==> config.mk <==
export PLATFORM = sky130hd
export DESIGN_NAME = uart_tx_serializer
export DESIGN_NICKNAME = d
export VERILOG_FILES = /design/src/rtl/uart_tx_serializer.sv
export SDC_FILE = /design/constraint.sdc
export NUM_CORES = 1
export LEC_CHECK = 0
export CAP_MARGIN = 0
export CORE_ASPECT_RATIO = 1.1
export CORE_MARGIN = 3
export CORE_UTILIZATION = 45
export DETAILED_ROUTE_END_ITERATION = 10
export PLACE_DENSITY_LB_ADDON = 0.05
export SKIP_LAST_GASP = 1
export SLEW_MARGIN = 30
export SYNTH_ARGS = -nofsm -noshare
export SYNTH_HDL_FRONTEND = slang
export SYNTH_SLANG_ARGS = --single-unit
==> constraint.sdc <==
create_clock -name i_Clk -period 2.4 [get_ports i_Clk]
set_input_delay 0.36 -clock i_Clk [delete_from_list [all_inputs] [get_ports i_Clk]]
set_output_delay 0.36 -clock i_Clk [all_outputs]
set_load 0.02 [all_outputs]
==> src/rtl/uart_tx_serializer.sv <==
// UART transmit serializer: start bit, 8 data bits LSB first, optional parity, 1 or 2 stop bits.
// All outputs are registered; a start request is only honoured while idle.
module uart_tx_serializer #(
    parameter int unsigned CLKS_PER_BIT = 868,
    parameter bit          PARITY_EN    = 1'b0,
    parameter bit          PARITY_ODD   = 1'b0,
    parameter int unsigned STOP_BITS    = 1
) (
    input  logic       i_Clk,
    input  logic       i_Rst,
    input  logic       i_Tx_Start,
    input  logic [7:0] i_Tx_Byte,
    output logic       o_Tx_Serial,
    output logic       o_Tx_Active,
    output logic       o_Tx_Done
);

    localparam int unsigned   CntW   = $clog2(CLKS_PER_BIT);
    localparam logic [CntW-1:0] CntMax = CntW'(CLKS_PER_BIT - 1);
    localparam logic [2:0]    StopMax = 3'(STOP_BITS - 1);

    localparam logic [2:0] StIdle   = 3'd0;
    localparam logic [2:0] StStart  = 3'd1;
    localparam logic [2:0] StData   = 3'd2;
    localparam logic [2:0] StParity = 3'd3;
    localparam logic [2:0] StStop   = 3'd4;

    logic [2:0]      state_q, state_d;
    logic [CntW-1:0] clk_cnt_q, clk_cnt_d;
    logic [2:0]      bit_idx_q, bit_idx_d;
    logic [7:0]      shift_q, shift_d;
    logic            serial_q, serial_d;
    logic            active_q, active_d;
    logic            done_q, done_d;
    logic            bit_end;

    assign bit_end = (clk_cnt_q == CntMax);

    always_comb begin
        state_d   = state_q;
        clk_cnt_d = bit_end ? '0 : clk_cnt_q + 1'b1;
        bit_idx_d = bit_idx_q;
        shift_d   = shift_q;
        serial_d  = serial_q;
        active_d  = active_q;
        done_d    = 1'b0;

        case (state_q)
            StIdle: begin
                clk_cnt_d = '0;
                serial_d  = 1'b1;
                active_d  = 1'b0;
                if (i_Tx_Start) begin
                    shift_d   = i_Tx_Byte;
                    bit_idx_d = '0;
                    state_d   = StStart;
                    serial_d  = 1'b0;
                    active_d  = 1'b1;
                end
            end
            StStart: begin
                if (bit_end) begin
                    state_d   = StData;
                    bit_idx_d = '0;
                    serial_d  = shift_q[0];
                end
            end
            StData: begin
                if (bit_end) begin
                    if (bit_idx_q == 3'd7) begin
                        // Index wraps to 0 here and is reused to count stop bits.
                        bit_idx_d = '0;
                        if (PARITY_EN) begin
                            state_d  = StParity;
                            serial_d = (^shift_q) ^ PARITY_ODD;
                        end else begin
                            state_d  = StStop;
                            serial_d = 1'b1;
                        end
                    end else begin
                        bit_idx_d = bit_idx_q + 3'd1;
                        serial_d  = shift_q[bit_idx_q + 3'd1];
                    end
                end
            end
            StParity: begin
                if (bit_end) begin
                    state_d   = StStop;
                    bit_idx_d = '0;
                    serial_d  = 1'b1;
                end
            end
            StStop: begin
                serial_d = 1'b1;
                if (bit_end) begin
                    if (bit_idx_q == StopMax) begin
                        state_d   = StIdle;
                        bit_idx_d = '0;
                        active_d  = 1'b0;
                        done_d    = 1'b1;
                    end else begin
                        bit_idx_d = bit_idx_q + 3'd1;
                    end
                end
            end
            default: begin
                state_d   = StIdle;
                clk_cnt_d = '0;
                bit_idx_d = '0;
                serial_d  = 1'b1;
                active_d  = 1'b0;
            end
        endcase
    end

    always_ff @(posedge i_Clk or posedge i_Rst) begin
        if (i_Rst) begin
            state_q   <= StIdle;
            clk_cnt_q <= '0;
            bit_idx_q <= '0;
            shift_q   <= '0;
            serial_q  <= 1'b1;
            active_q  <= 1'b0;
            done_q    <= 1'b0;
        end else begin
            state_q   <= state_d;
            clk_cnt_q <= clk_cnt_d;
            bit_idx_q <= bit_idx_d;
            shift_q   <= shift_d;
            serial_q  <= serial_d;
            active_q  <= active_d;
            done_q    <= done_d;
        end
    end

    assign o_Tx_Serial = serial_q;
    assign o_Tx_Active = active_q;
    assign o_Tx_Done   = done_q;

endmodule

Word level (Yosys, flattened, before mapping)
Cells that the tools add are included.
Widths: inputs -> output; s select.
{"block": "totals", "reg_bits": 27, "in_bits": 11, "out_inout_bits": 3, "wordCells": 67}
{"block": "classes", "n_addsub": 2, "n_lt_le_gt_ge": 1, "n_eq_ne": 14, "muxes": 32, "n_bitwise": 1, "reduce_logical": 10}
{"op": "$mux 3", "count": 13}
{"op": "$mux 10", "count": 2}
{"op": "$pmux 3 s5", "count": 1}
{"op": "$ne 2x2->1 const B", "count": 7}
{"op": "$mux 1", "count": 12}
{"op": "$pmux 3 s4", "count": 1}
{"op": "$add 10x1->10 const B", "count": 1}
{"op": "$eq 10x10->1 const B", "count": 1}
{"op": "$reduce_and 7->1", "count": 1}
{"op": "$eq 3x2->1 const B", "count": 2}
{"op": "$eq 3x3->1 const B", "count": 2}
{"op": "$logic_not 3->1", "count": 2}
{"op": "$reduce_and 3->1", "count": 2}
{"op": "$lt 3x4->1 const B", "count": 1}
{"op": "$pmux 1 s4", "count": 1}
{"op": "$reduce_and 4->1", "count": 1}
{"op": "$reduce_or 4->1", "count": 1}
{"op": "$add 3x1->3 const B", "count": 1}
{"op": "$bmux 1 s3", "count": 1}
{"op": "$eq 3x1->1 const B", "count": 1}
{"op": "$pmux 1 s3", "count": 1}
{"op": "$reduce_or 3->1", "count": 1}
{"op": "$ne 2x1->1 const B", "count": 1}
{"op": "$reduce_and 2->1", "count": 1}
{"op": "2 further kinds", "count": 2}

Depth between registers and ports, before layout
Gate-level depths: netlist of the first run.
{"block": "logic_depth", "word_depth": 6, "mapped_depth": 6, "ltp_nobuf": 6}

Worst setup path after synthesis of the first run
OpenSTA, ideal clock, no wires.
{"block": "synth_timing", "kind": "register to register", "from": "register bit_idx_q[0]", "to": "register serial_q (netlist: o_Tx_Serial)", "setup_time_ns": 0.089, "arrival_time_ns": 1.705, "t_required_ns": 2.311, "path_slack_ns": 0.606, "path_stages_with_launch": 7, "path_cell_list": "dfrtp_1 -> inv_1 -> ha_1 -> mux4_1 -> mux2_2 -> o32ai_1 -> mux2i_1"}
{"block": "synth_between", "elab_chain_len": 6}
{"element": "start, declared", "line_no": "30", "source": "logic [2:0] bit_idx_q, bit_idx_d;"}
{"element": "start signal, assigned", "line_no": "128", "source": "bit_idx_q <= bit_idx_d;"}
{"element": "$add 3x1->3", "line_no": "82", "source": "serial_d = shift_q[bit_idx_q + 3'd1];"}
{"element": "$bmux 1 s3", "line_no": "82"}
{"element": "$mux 1 (implied by the code)", "line_no": "82"}
{"element": "$mux 1 *", "line_no": "70", "source": "if (bit_idx_q == 3'd7) begin"}
{"element": "$mux 1 *", "line_no": "69", "source": "if (bit_end) begin"}
{"element": "$pmux 1 s4 *", "line_no": "48", "source": "case (state_q)"}
{"element": "end signal, assigned", "line_no": "130", "source": "serial_q <= serial_d;"}
{"element": "end, declared", "line_no": "32", "source": "logic serial_q, serial_d;"}
Every way passes the cells marked *; elsewhere a longest branch is shown, timed or not. The select of a mux whose other input is x is not followed.
A chain may end at the register's enable or synchronous reset.

Worst setup path in the final report of the first run
Ends and elaborated chain as after synthesis.

==> results of run 1 <==
cells in the mapped netlist, types with 2 or more instances:
cell type and count:
dfrtp_1 26, nor2_1 17, inv_1 8, mux2_2 8, nand3_1 8, xnor2_1 7, mux2i_1 5, a21oi_1 4
ha_1 4, nand2_1 4, o21ai_0 4, and3_1 2, buf_2 2, mux4_1 2, nand2b_1 2, nor2b_1 2
xor2_1 2
state kept, by name, summed over array words and instances, names as in the netlist:
signal,flops
o_Tx_Serial,1
bit_idx_q,3
o_Tx_Done,1
state_q,3
o_Tx_Active,1
shift_q,8
clk_cnt_q,10
stage by stage:
step | utilization, % | std cells
2_1_floorplan | - | 122
3_3_place_gp | 54.47 | 167
3_5_place_dp | 54.47 | 167
4_1_cts | 55.44 | 171
5_1_grt | 55.44 | 171
6_report | 55.44 | 171
per-layer routing:
layer  up-vias  track usage, %  part of all wire (%)
met2        16           20.95                    45
met1       449           20.49                    51
met3         2           1.818                   3.5
met4         0           4.249                  0.83
li1        458               -                     -
met5         -               0                     0
area by class of cell:
class | count | area [um2] | area share (%)
Sequential cell | 27 | 676.9 | 43.18
Clock buffer | 3 | 22.52 | 1.437
Clock inverter | 1 | 5.005 | 0.3192
Inverter | 8 | 30.03 | 1.915
Multi-Input combinational cell | 85 | 654.4 | 41.74
Tap cell | 33 | 41.29 | 2.634
Timing Repair Buffer | 14 | 137.6 | 8.779
kinds of logic (layout without fill, tap and decap cells):
logic type	count (synthesis)	in the layout	synth area share [%]
AO/OA/AOI/OAI	14	14	6.935
XOR/XNOR	9	9	5.748
AND/OR/NAND/NOR	42	42	16.51
flip-flops	27	27	49.36
multiplexers	16	16	14.87
buffers and inverters	10	26	2.920
adder cells (fa/ha/maj)	4	4	3.650
power by group through the flow:
stage	Clock (uW)	Sequential, uW	Combinational [uW]
after floorplan	0	649	203
after global placement	0	649	292
after detailed placement	0	653	297
after CTS	209	642	302
after global routing	225	662	336
final	196	640	296
worst register-to-register path, cell delays in order (launching register included):
cell,delay (ns)
dfrtp_1,0.41
inv_1,0.09
ha_1,0.35
mux4_1,0.55
mux2_2,0.29
o32ai_1,0.12
mux2i_1,0.11
worst max-delay path by stage:
stage               cells after the start                      end  slack [ns]
detailed placement                      6  o_Tx_Serial$_DFFE_PP1P_        0.43
floorplan                               6  o_Tx_Serial$_DFFE_PP1P_        0.61
CTS                                     6  o_Tx_Serial$_DFFE_PP1P_        0.41
finish                                  6  o_Tx_Serial$_DFFE_PP1P_        0.42
global route                            6  o_Tx_Serial$_DFFE_PP1P_        0.27
global placement                        6  o_Tx_Serial$_DFFE_PP1P_        0.47
==> impl_metrics.yaml, run 1 <==
status:
  outcome: "completed"
global_routing:
  grt_pass1_vias: 906
  grt_max_degree: 28
  antenna_found_initial: 0
  gr-total-overflow: 0
  grt_use_total_pct: 13.86
  grt_pass1_wl_um: 4064
timing:
  min_period_over_period_pct: 82.63
  slew_violations: 0
  fmax_ghz: 0.5042
  final_hold_viol_count: 0
  tightest_slew_ns: 0.4328
  rsz0062_at_grt: "no"
  relSlewSlack_pct: 71.15
  fin_ws_ns: 0.4168
  finalSetupViolCount: 0
  finalCriticalPeriod_ns: 1.983
  hold_ws_ns: 0.3760
  finalClockSkew_ns: 0.001805
  finalSetupTns_ns: 0
layout:
  areaGrowthSynthToFinish_pct: 14.32
  num_antenna_cells: 0
  drive_gt1_share_pct: 13.04
  layout_commonest_cell: "dfrtp_1"
  fin_area_mm2: 0.001568
  most-common-layout-cells: "26 x dfrtp_1, 17 x nor2_1, 13 x clkdlybuf4s50_1"
  fillers: 254
  fin_nets: 154
synthesis:
  netlist_area_mm2: 0.001371
  synthesis.nets: 137
  postSynthAreaPerCell_um2: 11.24
  synth_top_flop_cell: "dfrtp_1"
  synth_edf_count: 0
  async_reset_ff_share_pct: 100.0
  ys_seq_area_share_pct: 49.36
  synth_area_leaders: "dfrtp_1 47%, mux2_2 6.6%, nor2_1 4.7%"
  synth-seq-cells: 27
  yosys.area.top_type: "dfrtp_1"
  yosysWarnings: 0
  synth_top_area_share_pct: 47.45
  yosysUniqueCellTypes: 32
  synthCells: 122
worst_setup_path:
  reg2reg_to: "o_Tx_Serial$_DFFE_PP1P_"
  critical_path_class: "reg2reg"
  cpLargestDelayFamily: "multiplexers"
  crit_chain: "inv_1, ha_1, mux4_1, mux2_2, o32ai_1, mux2i_1"
  worstPathRequired_ns: 2.66
  rr_worst_depth: 6
  critPathLaunch: "bit_idx_q[0]$_DFFE_PP0P_"
  start_kind: "flop"
  max_stage_delay_ns: 0.55
  r2r_slack_ns: 0.42
  path_buf_inv: 1
  worstPathMaxFanout: 4
  cpMaxStageDelayCell: "mux4_1"
  cp.arrival_ns: 2.24
  r2r_start: "bit_idx_q[0]$_DFFE_PP0P_"
  crit_path_end_kind: "flop"
die:
  core_mm2: 0.002828
  die_w_um: 58.64
  io-pin-count: 14
  die_area_mm2: 0.003746
  row_count: 20
  initial_utilization_pct: 48.50
  die_h_um: 63.90
place:
  finalWeightedCongestion: 0.7693
  portBuffers: 13
  detailed_place_hpwl_um: 1733
  placed_area_mm2: 0.001540
  dp_slack_ns: 0.4269
power:
  seq_power_share_pct: 56.5
  intPower_uw: 792.6
  p_sw_uw: 339.2
  leakage_uw: 0.0006686
  p_comb_share_pct: 26.2
  p_total_uw: 1132
  switching_share_pct: 29.97
  power-per-cell-area_mw_per_mm2: 722.0
  pwr-share-clk_pct: 17.3
  ir_drop_mv: 0.4909
cts:
  cts-hold-fix-buffers: 0
  root_buffer: "clkbuf_4"
  h-tree-depth: 1
  tritoncts: "yes"
  cts_made_buffers: 3
  worst_setup_hold_path_clk_slew_ns: 0.15
  clock_sinks: 27
  clock_latency_ns: 0.32
  cts_buffer_depth: 2
  cts_setup_buffers: 0
  cts_resized: 0
flow_run:
  max_cap_violations: 0
detailed_routing:
  ant_nets: 0
  routed_wl_um: 2276
  drc: 0
  wl_per_cell_um: 13.31
  vias_per_cell: 5.409
  firstDrtPassIters: 4
  drtIter0Drc: 18
  vias: 925
hold_path:
  hold_path.class: "in2async"
Power figures use the tool's default switching activity.
==> run 2, diff against run 1 <==
==> constraint.sdc (replaced) <==
create_clock -name i_Clk -period 1.9 [get_ports i_Clk]
set_input_delay 0.285 -clock i_Clk [delete_from_list [all_inputs] [get_ports i_Clk]]
set_output_delay 0.285 -clock i_Clk [all_outputs]
set_load 0.02 [all_outputs]
==> impl_metrics.yaml, run 2 (synthesized netlist as in run 1, its figures left out) <==
status:
  outcome: "completed"
detailed_routing:
  drtIter0Drc: 35
  vias_per_cell: 5.394
  routed_wl_um: 2411
  firstDrtPassIters: 3
  wl_per_cell_um: 13.78
  drc: 0
  ant_nets: 0
  vias: 944
power:
  power-per-cell-area_mw_per_mm2: 891.0
  leakage_uw: 0.0006864
  ir_drop_mv: 0.5646
cts:
  cts_buffer_depth: 2
  clock_sinks: 27
  cts_resized: 0
  root_buffer: "clkbuf_4"
  cts_setup_buffers: 0
  clock_latency_ns: 0.31
  tritoncts: "yes"
  cts_made_buffers: 3
  worst_setup_hold_path_clk_slew_ns: 0.14
  cts-hold-fix-buffers: 0
  h-tree-depth: 1
worst_setup_path:
  critPathLaunch: "bit_idx_q[1]$_DFFE_PP0P_"
  critical_path_class: "reg2reg"
  r2r_start: "bit_idx_q[1]$_DFFE_PP0P_"
  rr_worst_depth: 6
  endpoint: "o_Tx_Serial$_DFFE_PP1P_"
  r2r_slack_ns: 0.08
  crit_path_end_kind: "flop"
  cp.arrival_ns: 2.08
  worstPathMaxFanout: 3
  start_kind: "flop"
  reg2reg_to: "o_Tx_Serial$_DFFE_PP1P_"
  worstPathRequired_ns: 2.15
layout:
  fin_nets: 158
  regArea_um2: 676.9
  top_regs: "clk_cnt_q: 10 flops, shift_q: 8 flops"
  largest_register_ff_count: 10
  top_register: "clk_cnt_q"
  most-common-layout-cells: "26 x dfrtp_1, 17 x nor2_1, 13 x clkdlybuf4s50_1"
  fillers: 267
  layout_commonest_cell: "dfrtp_1"
  multiInputGateArea_um2: 663.1
  areaGrowthSynthToFinish_pct: 17.97
  num_antenna_cells: 0
  drive_gt1_share_pct: 16.20
flow_run:
  max_cap_violations: 0
die:
  io-pin-count: 14
  row_count: 20
  die_w_um: 58.64
  initial_utilization_pct: 48.50
  die_h_um: 63.90
  core_mm2: 0.002828
  die_area_mm2: 0.003746
place:
  portBuffers: 13
  detailed_place_hpwl_um: 1778
  finalWeightedCongestion: 0.7729
global_routing:
  antenna_found_initial: 0
  grt_use_total_pct: 14.37
  grt_pass1_wl_um: 4229
  grt_max_degree: 28
  gr-total-overflow: 0
  grt_pass1_vias: 968
timing:
  finalSetupTns_ns: 0
  hold_ws_ns: 0.3089
  fmax_ghz: 0.5490
  relSlewSlack_pct: 74.19
  finalClockSkew_ns: 0.002885
  rsz0062_at_grt: "no"
  tightest_slew_ns: 0.3844
  finalCriticalPeriod_ns: 1.821
  final_hold_viol_count: 0
  min_period_over_period_pct: 95.87
  finalSetupViolCount: 0
  slew_violations: 0
hold_path:
  hold_path.class: "in2async"
==> run 2: cell count changes in the layout (fill, tap and decap cells not counted), sizes merged <==
cell    before  now
clkinv       1    0
buf          1    5
clkbuf       3    4
==> run 2: critical path: stages (launching register included) <==
cell	delay (ns)
dfrtp_1	0.38
inv_1	0.08
ha_4	0.29
mux4_1	0.53
mux2_2	0.27
o32ai_1	0.11
mux2i_1	0.11
==> run 2: worst min path at each step <==
stage,slack [ns],to
floorplan,0.34,bit_idx_q[0]$_DFFE_PP0P_
global placement,0.48,clk_cnt_q[0]$_DFF_PP0_
detailed placement,0.49,clk_cnt_q[0]$_DFF_PP0_
CTS,0.31,clk_cnt_q[2]$_DFF_PP0_
global route,0.34,clk_cnt_q[4]$_DFF_PP0_
finish,0.31,shift_q[1]$_DFFE_PP0P_
==> run 2: power breakdown <==
group          internal [uW]  leakage [uW]  total (uW)  switching, uW
sequential               709      0.000343         812            103
clock                   82.0     0.0000150         243            161
combinational            223      0.000329         387            164
total                   1010      0.000686        1440            428
==> run 2: layer usage <==
metal / part of all wire, % / up-vias / GRT usage [%]
li1: - / 470 / -
met1: 48 / 460 / 19.43
met2: 47 / 12 / 22.35
met3: 3.8 / 2 / 3.232
met4: 1.0 / 0 / 5.382
met5: 0 / - / 0
==> run 2: cell type report <==
| cell class | count | share of cell area [%] |
|---|---|---|
| multi-input combinational | 85 | 40.99 |
| clock buffer | 4 | 1.624 |
| sequential | 27 | 41.84 |
| inverter | 8 | 1.856 |
| tap | 33 | 2.552 |
| timing repair buffer | 18 | 11.14 |
==> run 2: through the flow <==
step                std cells  power (uW)  worst slack [ns]  instance area (um2)  utilization [%]
finish                    175        1441           0.07853                 1618            57.21
global route              175        1546          0.009728                 1618            57.21
CTS                       175        1465           0.01073                 1609            56.90
detailed placement        171        1212           0.03653                 1583            55.97
global placement          171        1206           0.08026                 1583            55.97
floorplan                 122        1076            0.1057                 1371                -
